## src/rtl/mc_control_fsm_if.sv

```systemverilog
`default_nettype none
// ============================================================================
//  Module      : mc_control_fsm_if
//  Description : Instruction fields, memory handshake and datapath control
//                bundle between the multicycle control FSM and the datapath.
//  Revision    : 1.0 - initial release
// ============================================================================
interface mc_control_fsm_if;
   // Instruction fields and status coming from the datapath
   logic [1:0] op;
   logic [5:0] funct;
   logic [3:0] rd;
   logic       cond_ex;
   logic       mem_ready;

   // Controls going to the datapath
   logic       pc_write;
   logic       ir_write;
   logic       mem_write;
   logic       reg_write;
   logic       adr_src;
   logic       alu_src_a;
   logic [1:0] alu_src_b;
   logic [1:0] alu_control;
   logic [1:0] result_src;
   logic [1:0] imm_src;
   logic [1:0] reg_src;
   logic       pcs;
   logic [3:0] state;

   // Datapath side
   modport master (
      output op, funct, rd, cond_ex, mem_ready,
      input  pc_write, ir_write, mem_write, reg_write, adr_src, alu_src_a,
             alu_src_b, alu_control, result_src, imm_src, reg_src, pcs, state
   );

   // Control unit side
   modport slave (
      input  op, funct, rd, cond_ex, mem_ready,
      output pc_write, ir_write, mem_write, reg_write, adr_src, alu_src_a,
             alu_src_b, alu_control, result_src, imm_src, reg_src, pcs, state
   );
endinterface
`default_nettype wire

```

## src/rtl/mc_control_fsm.sv

```systemverilog
`default_nettype none
// ============================================================================
//  Module      : mc_control_fsm
//  Description : Main control FSM of the multicycle processor. Steps each
//                instruction through fetch/decode/execute/memory/writeback,
//                drives datapath selects, derives PCS and gates every
//                architectural write with the condition result.
//  Revision    : 1.0 - initial release
// ============================================================================
module mc_control_fsm #(
   parameter logic [3:0] PC_REG   = 4'd15,
   parameter bit         WAIT_MEM = 1'b1
) (
   input  wire logic         clk,
   input  wire logic         reset,
   mc_control_fsm_if.slave   bus
);

   typedef enum logic [3:0] {
      S_FETCH    = 4'd0,
      S_DECODE   = 4'd1,
      S_MEMADR   = 4'd2,
      S_MEMREAD  = 4'd3,
      S_MEMWB    = 4'd4,
      S_MEMWRITE = 4'd5,
      S_EXECR    = 4'd6,
      S_EXECI    = 4'd7,
      S_ALUWB    = 4'd8,
      S_BRANCH   = 4'd9
   } state_t;

   // State-decoded controls; registered together with the state so they
   // come straight from flops rather than a decoder behind the state reg.
   typedef struct packed {
      logic       adr_src;
      logic       alu_src_a;
      logic [1:0] alu_src_b;
      logic [1:0] result_src;
      logic       alu_op;
      logic       regw;
      logic       memw;
      logic       branch;
      logic       fetch;
   } ctrl_t;

   function automatic ctrl_t decode_ctrl(input state_t s);
      ctrl_t c;
      c = '0;
      case (s)
         S_FETCH: begin
            c.alu_src_a  = 1'b1;
            c.alu_src_b  = 2'b10;
            c.result_src = 2'b10;
            c.fetch      = 1'b1;
         end
         S_DECODE: begin
            c.alu_src_a  = 1'b1;
            c.alu_src_b  = 2'b10;
            c.result_src = 2'b10;
         end
         S_MEMADR:   c.alu_src_b = 2'b01;
         S_MEMREAD:  c.adr_src   = 1'b1;
         S_MEMWB: begin
            c.result_src = 2'b01;
            c.regw       = 1'b1;
         end
         S_MEMWRITE: begin
            c.adr_src = 1'b1;
            c.memw    = 1'b1;
         end
         S_EXECR: begin
            c.alu_src_b = 2'b00;
            c.alu_op    = 1'b1;
         end
         S_EXECI: begin
            c.alu_src_b = 2'b01;
            c.alu_op    = 1'b1;
         end
         S_ALUWB:    c.regw = 1'b1;
         S_BRANCH: begin
            c.alu_src_b  = 2'b01;
            c.result_src = 2'b10;
            c.branch     = 1'b1;
         end
         default:    c = '0;
      endcase
      return c;
   endfunction

   state_t     r_state;
   ctrl_t      r_ctrl;
   state_t     w_next;
   logic       w_mem_ok;
   logic       w_next_pc;
   logic       w_pcs;
   logic [1:0] w_alu_control;

   // With WAIT_MEM cleared the memory is assumed to always answer in one cycle
   assign w_mem_ok = WAIT_MEM ? bus.mem_ready : 1'b1;

   // Next-state selection
   always_comb begin
      w_next = S_FETCH;
      case (r_state)
         S_FETCH:    w_next = w_mem_ok ? S_DECODE : S_FETCH;
         S_DECODE: begin
            case (bus.op)
               2'b00:   w_next = bus.funct[5] ? S_EXECI : S_EXECR;
               2'b01:   w_next = S_MEMADR;
               2'b10:   w_next = S_BRANCH;
               default: w_next = S_FETCH;
            endcase
         end
         S_MEMADR:   w_next = bus.funct[0] ? S_MEMREAD : S_MEMWRITE;
         S_MEMREAD:  w_next = w_mem_ok ? S_MEMWB : S_MEMREAD;
         S_MEMWRITE: w_next = w_mem_ok ? S_FETCH : S_MEMWRITE;
         S_EXECR:    w_next = S_ALUWB;
         S_EXECI:    w_next = S_ALUWB;
         default:    w_next = S_FETCH;
      endcase
   end

   // State register plus registered decode of the state being entered
   always_ff @(posedge clk) begin
      if (reset) begin
         r_state <= S_FETCH;
         r_ctrl  <= decode_ctrl(S_FETCH);
      end else begin
         r_state <= w_next;
         r_ctrl  <= decode_ctrl(w_next);
      end
   end

   // ALU function select from the instruction cmd field
   always_comb begin
      w_alu_control = 2'b00;
      if (r_ctrl.alu_op) begin
         case (bus.funct[4:1])
            4'b0100: w_alu_control = 2'b00;
            4'b0010: w_alu_control = 2'b01;
            4'b0000: w_alu_control = 2'b10;
            4'b1100: w_alu_control = 2'b11;
            default: w_alu_control = 2'b00;
         endcase
      end
   end

   // PC increment happens only on the fetch cycle that actually completes
   assign w_next_pc = r_ctrl.fetch & w_mem_ok;
   assign w_pcs     = ((bus.rd == PC_REG) & r_ctrl.regw) | r_ctrl.branch;

   // Architectural writes are squashed by a failed condition or by reset
   assign bus.pc_write    = ~reset & (w_next_pc | (w_pcs & bus.cond_ex));
   assign bus.ir_write    = ~reset & w_next_pc;
   assign bus.reg_write   = ~reset & r_ctrl.regw & bus.cond_ex;
   assign bus.mem_write   = ~reset & r_ctrl.memw & bus.cond_ex;

   assign bus.pcs         = w_pcs;
   assign bus.adr_src     = r_ctrl.adr_src;
   assign bus.alu_src_a   = r_ctrl.alu_src_a;
   assign bus.alu_src_b   = r_ctrl.alu_src_b;
   assign bus.result_src  = r_ctrl.result_src;
   assign bus.alu_control = w_alu_control;
   assign bus.imm_src     = bus.op;
   assign bus.reg_src     = {(bus.op == 2'b01), (bus.op == 2'b10)};
   assign bus.state       = r_state;

endmodule
`default_nettype wire

```

## src/flat_wrapper.sv

```systemverilog
// flat-port wrapper written by rule: the top's interface ports become plain ports
module mc_control_fsm_flat 
#(
   parameter logic [3:0] PC_REG   = 4'd15,
   parameter bit         WAIT_MEM = 1'b1
)
  (clk, reset, bus_op, bus_funct, bus_rd, bus_cond_ex, bus_mem_ready, bus_pc_write, bus_ir_write, bus_mem_write, bus_reg_write, bus_adr_src, bus_alu_src_a, bus_alu_src_b, bus_alu_control, bus_result_src, bus_imm_src, bus_reg_src, bus_pcs, bus_state);
  mc_control_fsm_if bus_i ();
  input  wire logic clk;
  input  wire logic reset;
  input wire logic [$bits(bus_i.op)-1:0] bus_op;
  input wire logic [$bits(bus_i.funct)-1:0] bus_funct;
  input wire logic [$bits(bus_i.rd)-1:0] bus_rd;
  input wire logic [$bits(bus_i.cond_ex)-1:0] bus_cond_ex;
  input wire logic [$bits(bus_i.mem_ready)-1:0] bus_mem_ready;
  output wire logic [$bits(bus_i.pc_write)-1:0] bus_pc_write;
  output wire logic [$bits(bus_i.ir_write)-1:0] bus_ir_write;
  output wire logic [$bits(bus_i.mem_write)-1:0] bus_mem_write;
  output wire logic [$bits(bus_i.reg_write)-1:0] bus_reg_write;
  output wire logic [$bits(bus_i.adr_src)-1:0] bus_adr_src;
  output wire logic [$bits(bus_i.alu_src_a)-1:0] bus_alu_src_a;
  output wire logic [$bits(bus_i.alu_src_b)-1:0] bus_alu_src_b;
  output wire logic [$bits(bus_i.alu_control)-1:0] bus_alu_control;
  output wire logic [$bits(bus_i.result_src)-1:0] bus_result_src;
  output wire logic [$bits(bus_i.imm_src)-1:0] bus_imm_src;
  output wire logic [$bits(bus_i.reg_src)-1:0] bus_reg_src;
  output wire logic [$bits(bus_i.pcs)-1:0] bus_pcs;
  output wire logic [$bits(bus_i.state)-1:0] bus_state;
  assign bus_i.op = bus_op;
  assign bus_i.funct = bus_funct;
  assign bus_i.rd = bus_rd;
  assign bus_i.cond_ex = bus_cond_ex;
  assign bus_i.mem_ready = bus_mem_ready;
  assign bus_pc_write = bus_i.pc_write;
  assign bus_ir_write = bus_i.ir_write;
  assign bus_mem_write = bus_i.mem_write;
  assign bus_reg_write = bus_i.reg_write;
  assign bus_adr_src = bus_i.adr_src;
  assign bus_alu_src_a = bus_i.alu_src_a;
  assign bus_alu_src_b = bus_i.alu_src_b;
  assign bus_alu_control = bus_i.alu_control;
  assign bus_result_src = bus_i.result_src;
  assign bus_imm_src = bus_i.imm_src;
  assign bus_reg_src = bus_i.reg_src;
  assign bus_pcs = bus_i.pcs;
  assign bus_state = bus_i.state;
  mc_control_fsm #(.PC_REG(PC_REG), .WAIT_MEM(WAIT_MEM)) u_core (.clk(clk), .reset(reset), .bus(bus_i));
endmodule
```

## config.mk

```make
export PLATFORM = sky130hd
export DESIGN_NAME = mc_control_fsm_flat
export DESIGN_NICKNAME = d
export VERILOG_FILES = /design/src/rtl/mc_control_fsm_if.sv /design/src/rtl/mc_control_fsm.sv /design/src/flat_wrapper.sv
export SDC_FILE = /design/constraint.sdc
export NUM_CORES = 1
export LEC_CHECK = 0
export CORE_MARGIN = 2
export CORE_UTILIZATION = 45
export DETAILED_ROUTE_END_ITERATION = 12
export HOLD_SLACK_MARGIN = 0.1
export PLACE_DENSITY = 0.84
export SYNTH_ARGS = -nofsm -noshare
export SYNTH_HDL_FRONTEND = slang
export SYNTH_SLANG_ARGS = --single-unit
export TNS_END_PERCENT = 1
```

## constraint.sdc

```tcl
create_clock -name clk -period 3.75 [get_ports clk]
set_input_delay 0.5625 -clock clk [delete_from_list [all_inputs] [get_ports clk]]
set_output_delay 0.5625 -clock clk [all_outputs]
set_load 0.01 [all_outputs]
```

==> impl_results.md <==
* DRT iter0 DRCs at 6
* CP max-delay cell: clkdlybuf4s50_1
* Worst-Skew Late Latency at 290 ps
* Via density at 4.97
* Yosys reg bits at 15
* Die W at 48.3 um
* Crit path capture type: output port
* Tcrit/Tclk final at 73.7%
* Critical path cell sequence: clkdlybuf4s50_1 -> buf_4 -> inv_1 -> and3_1 -> a31o_2 -> clkdlybuf4s50_1
* Fin Clk Skew at 11.3 ps
* Peak VDD IR at 0.000195 V
* Drt pass-1 iters at 3
* Ports at 37
* Fillers at 160
* H-tree Lvls at 1
* Count of non-filler cells in the finished layout at 153
* Post-CTS setup buffer count at 0
* Die area at 0.00233 sq mm
* Initial core utilization at 46.4%
* Synth cell types at 37
* DRC violations left at 0
* Area Overhead vs Synth at 39.7%
* Min-delay src: u_core.bus.state[3]
* Pwr/cell area at 300 mW/mm^2
* Worst slew pin tran at 480 ps
* Fmax at 362 MHz
* Post-Route Setup TNS at 0 ps
* Post-synth top flop: dfxtp_1
* Multi-input gate area at 483 sq um
* Setup crit start: reset
* Worst Reg-to-Reg Cells at 4
* Syn Nets at 112
* CTS Buf Count at 3
* Fin. max-slew vios at 0
* Top delay family on crit path: buffers and inverters
* Critical path data required time at 3190 ps
* Placement Rows at 16
* Synth warn at 0
* Hold Path Stages at 1
* Nets at 143
* Hold buffer count at cts at 0
* CP dominant cell by count: clkdlybuf4s50_1
* Post-DP HPWL at 1520 um
* Dpl ws at 990 ps
* CTS sink count at 15
* Max-cap violations at 0
* Worst flop-to-flop path endpoint: u_core.r_ctrl[2]
* Core area at 0.00190 sq mm
* Max incr delay on CP at 470 ps
* Worst-path clk slew at 90 ps
* Hold Crit Class: register to register
* Largest net degree at the start of global routing at 14
* Data arrival time of the worst path at 2200 ps
* Grt ovf at 0
* Crit path launch type: primary input
* Share of cells above drive strength 1 at 17.5%
* Sequential area share after synthesis at 34.0%
* Routed wire length at 1910 um
* Relative max-transition margin at 68.0%
* Worst hold endpoint: u_core.bus.alu_src_b[1]
* First-pass GRT wire length at 2970 um
* GPL Wtd Cong at 0.759
* Asr flop ratio synth at 0%
* CTS tree: yes
* Fin crit period at 2760 ps
* Post-Syn Area at 883 sq um
* # placed instances at 149
* Run status: finished clean
* Die Y at 48.3 um
* CTS Buffer Depth at 2
* Worst setup margin at 985 ps
* RSZ-0062 raised after global routing: false
* Reg2reg setup slack at 2080 ps
* Post-CTS resize count at 0
* Worst Path Max Fanout at 13
* EDFF count, synth at 0
* Antenna cells at 0
* CP Class: primary input to output port
* Antenna violations before repair at 0
* Overall routing resource usage at 16.2%
* Syn_area_per_cell at 9.20 sq um
* Root Buffer: clkbuf_4
* Post-Syn Instances at 96
* IO Port Bufs at 36
* Reg2reg start: u_core.bus.state[2]
* CP Buf/Inv Count at 4
* Number of global-route vias before repair at 669
* LEAKAGE at 0.000443 uW
* Antenna viol nets, final at 0
* Via Count at 760
* FF/Latch Area at 300 sq um
* Hold Violations, Final at 0
* Final setup viols at 0
* Drt wl/cell at 12.5 um
cell families (layout without fill, tap and decap cells):
family | Yosys count | after routing | share of synthesized area [%]
AO/OA/AOI/OAI | 20 | 20 | 19.5
multiplexers | 1 | 1 | 1.13
flip-flops | 15 | 15 | 34.0
buffers and inverters | 16 | 46 | 11.3
AND/OR/NAND/NOR | 44 | 44 | 34.0
cell usage after synthesis, types with 2 or more instances:
cell type | number | area share [%]
a31o_2 | 3 | 3.0
a21oi_1 | 3 | 1.7
nor2_1 | 10 | 4.2
and3b_1 | 2 | 2.0
inv_1 | 4 | 1.7
nand2_1 | 4 | 1.7
and3_1 | 4 | 2.8
dfxtp_1 | 15 | 34
nand3_1 | 2 | 1.1
nand2_2 | 2 | 1.4
buf_2 | 2 | 1.1
o21ai_0 | 2 | 1.1
a211o_1 | 2 | 2.0
nor2b_1 | 4 | 2.8
buf_6 | 2 | 2.5
nor3b_4 | 2 | 4.2
buf_4 | 6 | 5.1
nor4_2 | 3 | 4.2
nor3b_1 | 3 | 2.5
nand2b_1 | 3 | 2.1
nor3_1 | 2 | 1.1
routing by layer:
metal	up-vias	track usage [%]	wire length [um]	part of all wire (%)
met5	-	0	0	0
met4	0	2.86	0	0
met3	0	4.01	55	2.9
met2	12	31.0	1060	56
met1	352	18.1	789	41
li1	396	-	-	-
cell type report:
type,count,area share [%]
tap,27,2.74
sequential,15,24.3
clock buffer,3,1.83
clock inverter,1,0.609
multi-input combinational,65,39.1
timing repair buffer,37,29.8
inverter,5,1.52
report_power, final:
group / switching, uW / leakage, uW / internal [uW]
registers: 8.57 / 0.000122 / 168
logic: 42.6 / 0.000307 / 55.3
clock network: 55.1 / 0.0000139 / 40.6
worst register-to-register path, stage by stage (launching register included):
cell and delay (ps):
dfxtp_1 580, nor4bb_2 460, o31ai_4 150, o21a_2 170
nor4_2 220
through the flow:
stage	instance area [sq um]	hold slack (ps)	power, uW	util (%)
finish	1230	614	370	64.9
CTS	1230	609	373	64.9
global placement	1200	569	275	63.3
detailed placement	1200	589	278	63.3
floorplan	883	584	238	-
global route	1230	649	389	64.9
worst max-delay path by stage:
stage	slack, ps	end	cells after the start
global placement	1010	bus_pc_write	6
global route	910	bus_pc_write	6
floorplan	1940	bus_pc_write	3
CTS	980	bus_pc_write	6
detailed placement	990	bus_pc_write	6
finish	990	bus_pc_write	6
state kept, by name (all words and copies together), names as in the netlist:
register and cells:
u_core.r_ctrl 5, u_core.bus.adr_src 1, u_core.bus.alu_src_b 2, u_core.bus.result_src 2
u_core.bus.alu_src_a 1, u_core.bus.state 4
layout by cell type, fill, tap and decap left out, types with 4 or more instances in the layout:
cell type	Yosys	routed
and3_1	4	4
clkdlybuf4s50_1	0	36
dfxtp_1	15	15
inv_1	4	4
nand2_1	4	4
nor2_1	10	10
nor2b_1	4	4
(Power assumes the default switching activity.)
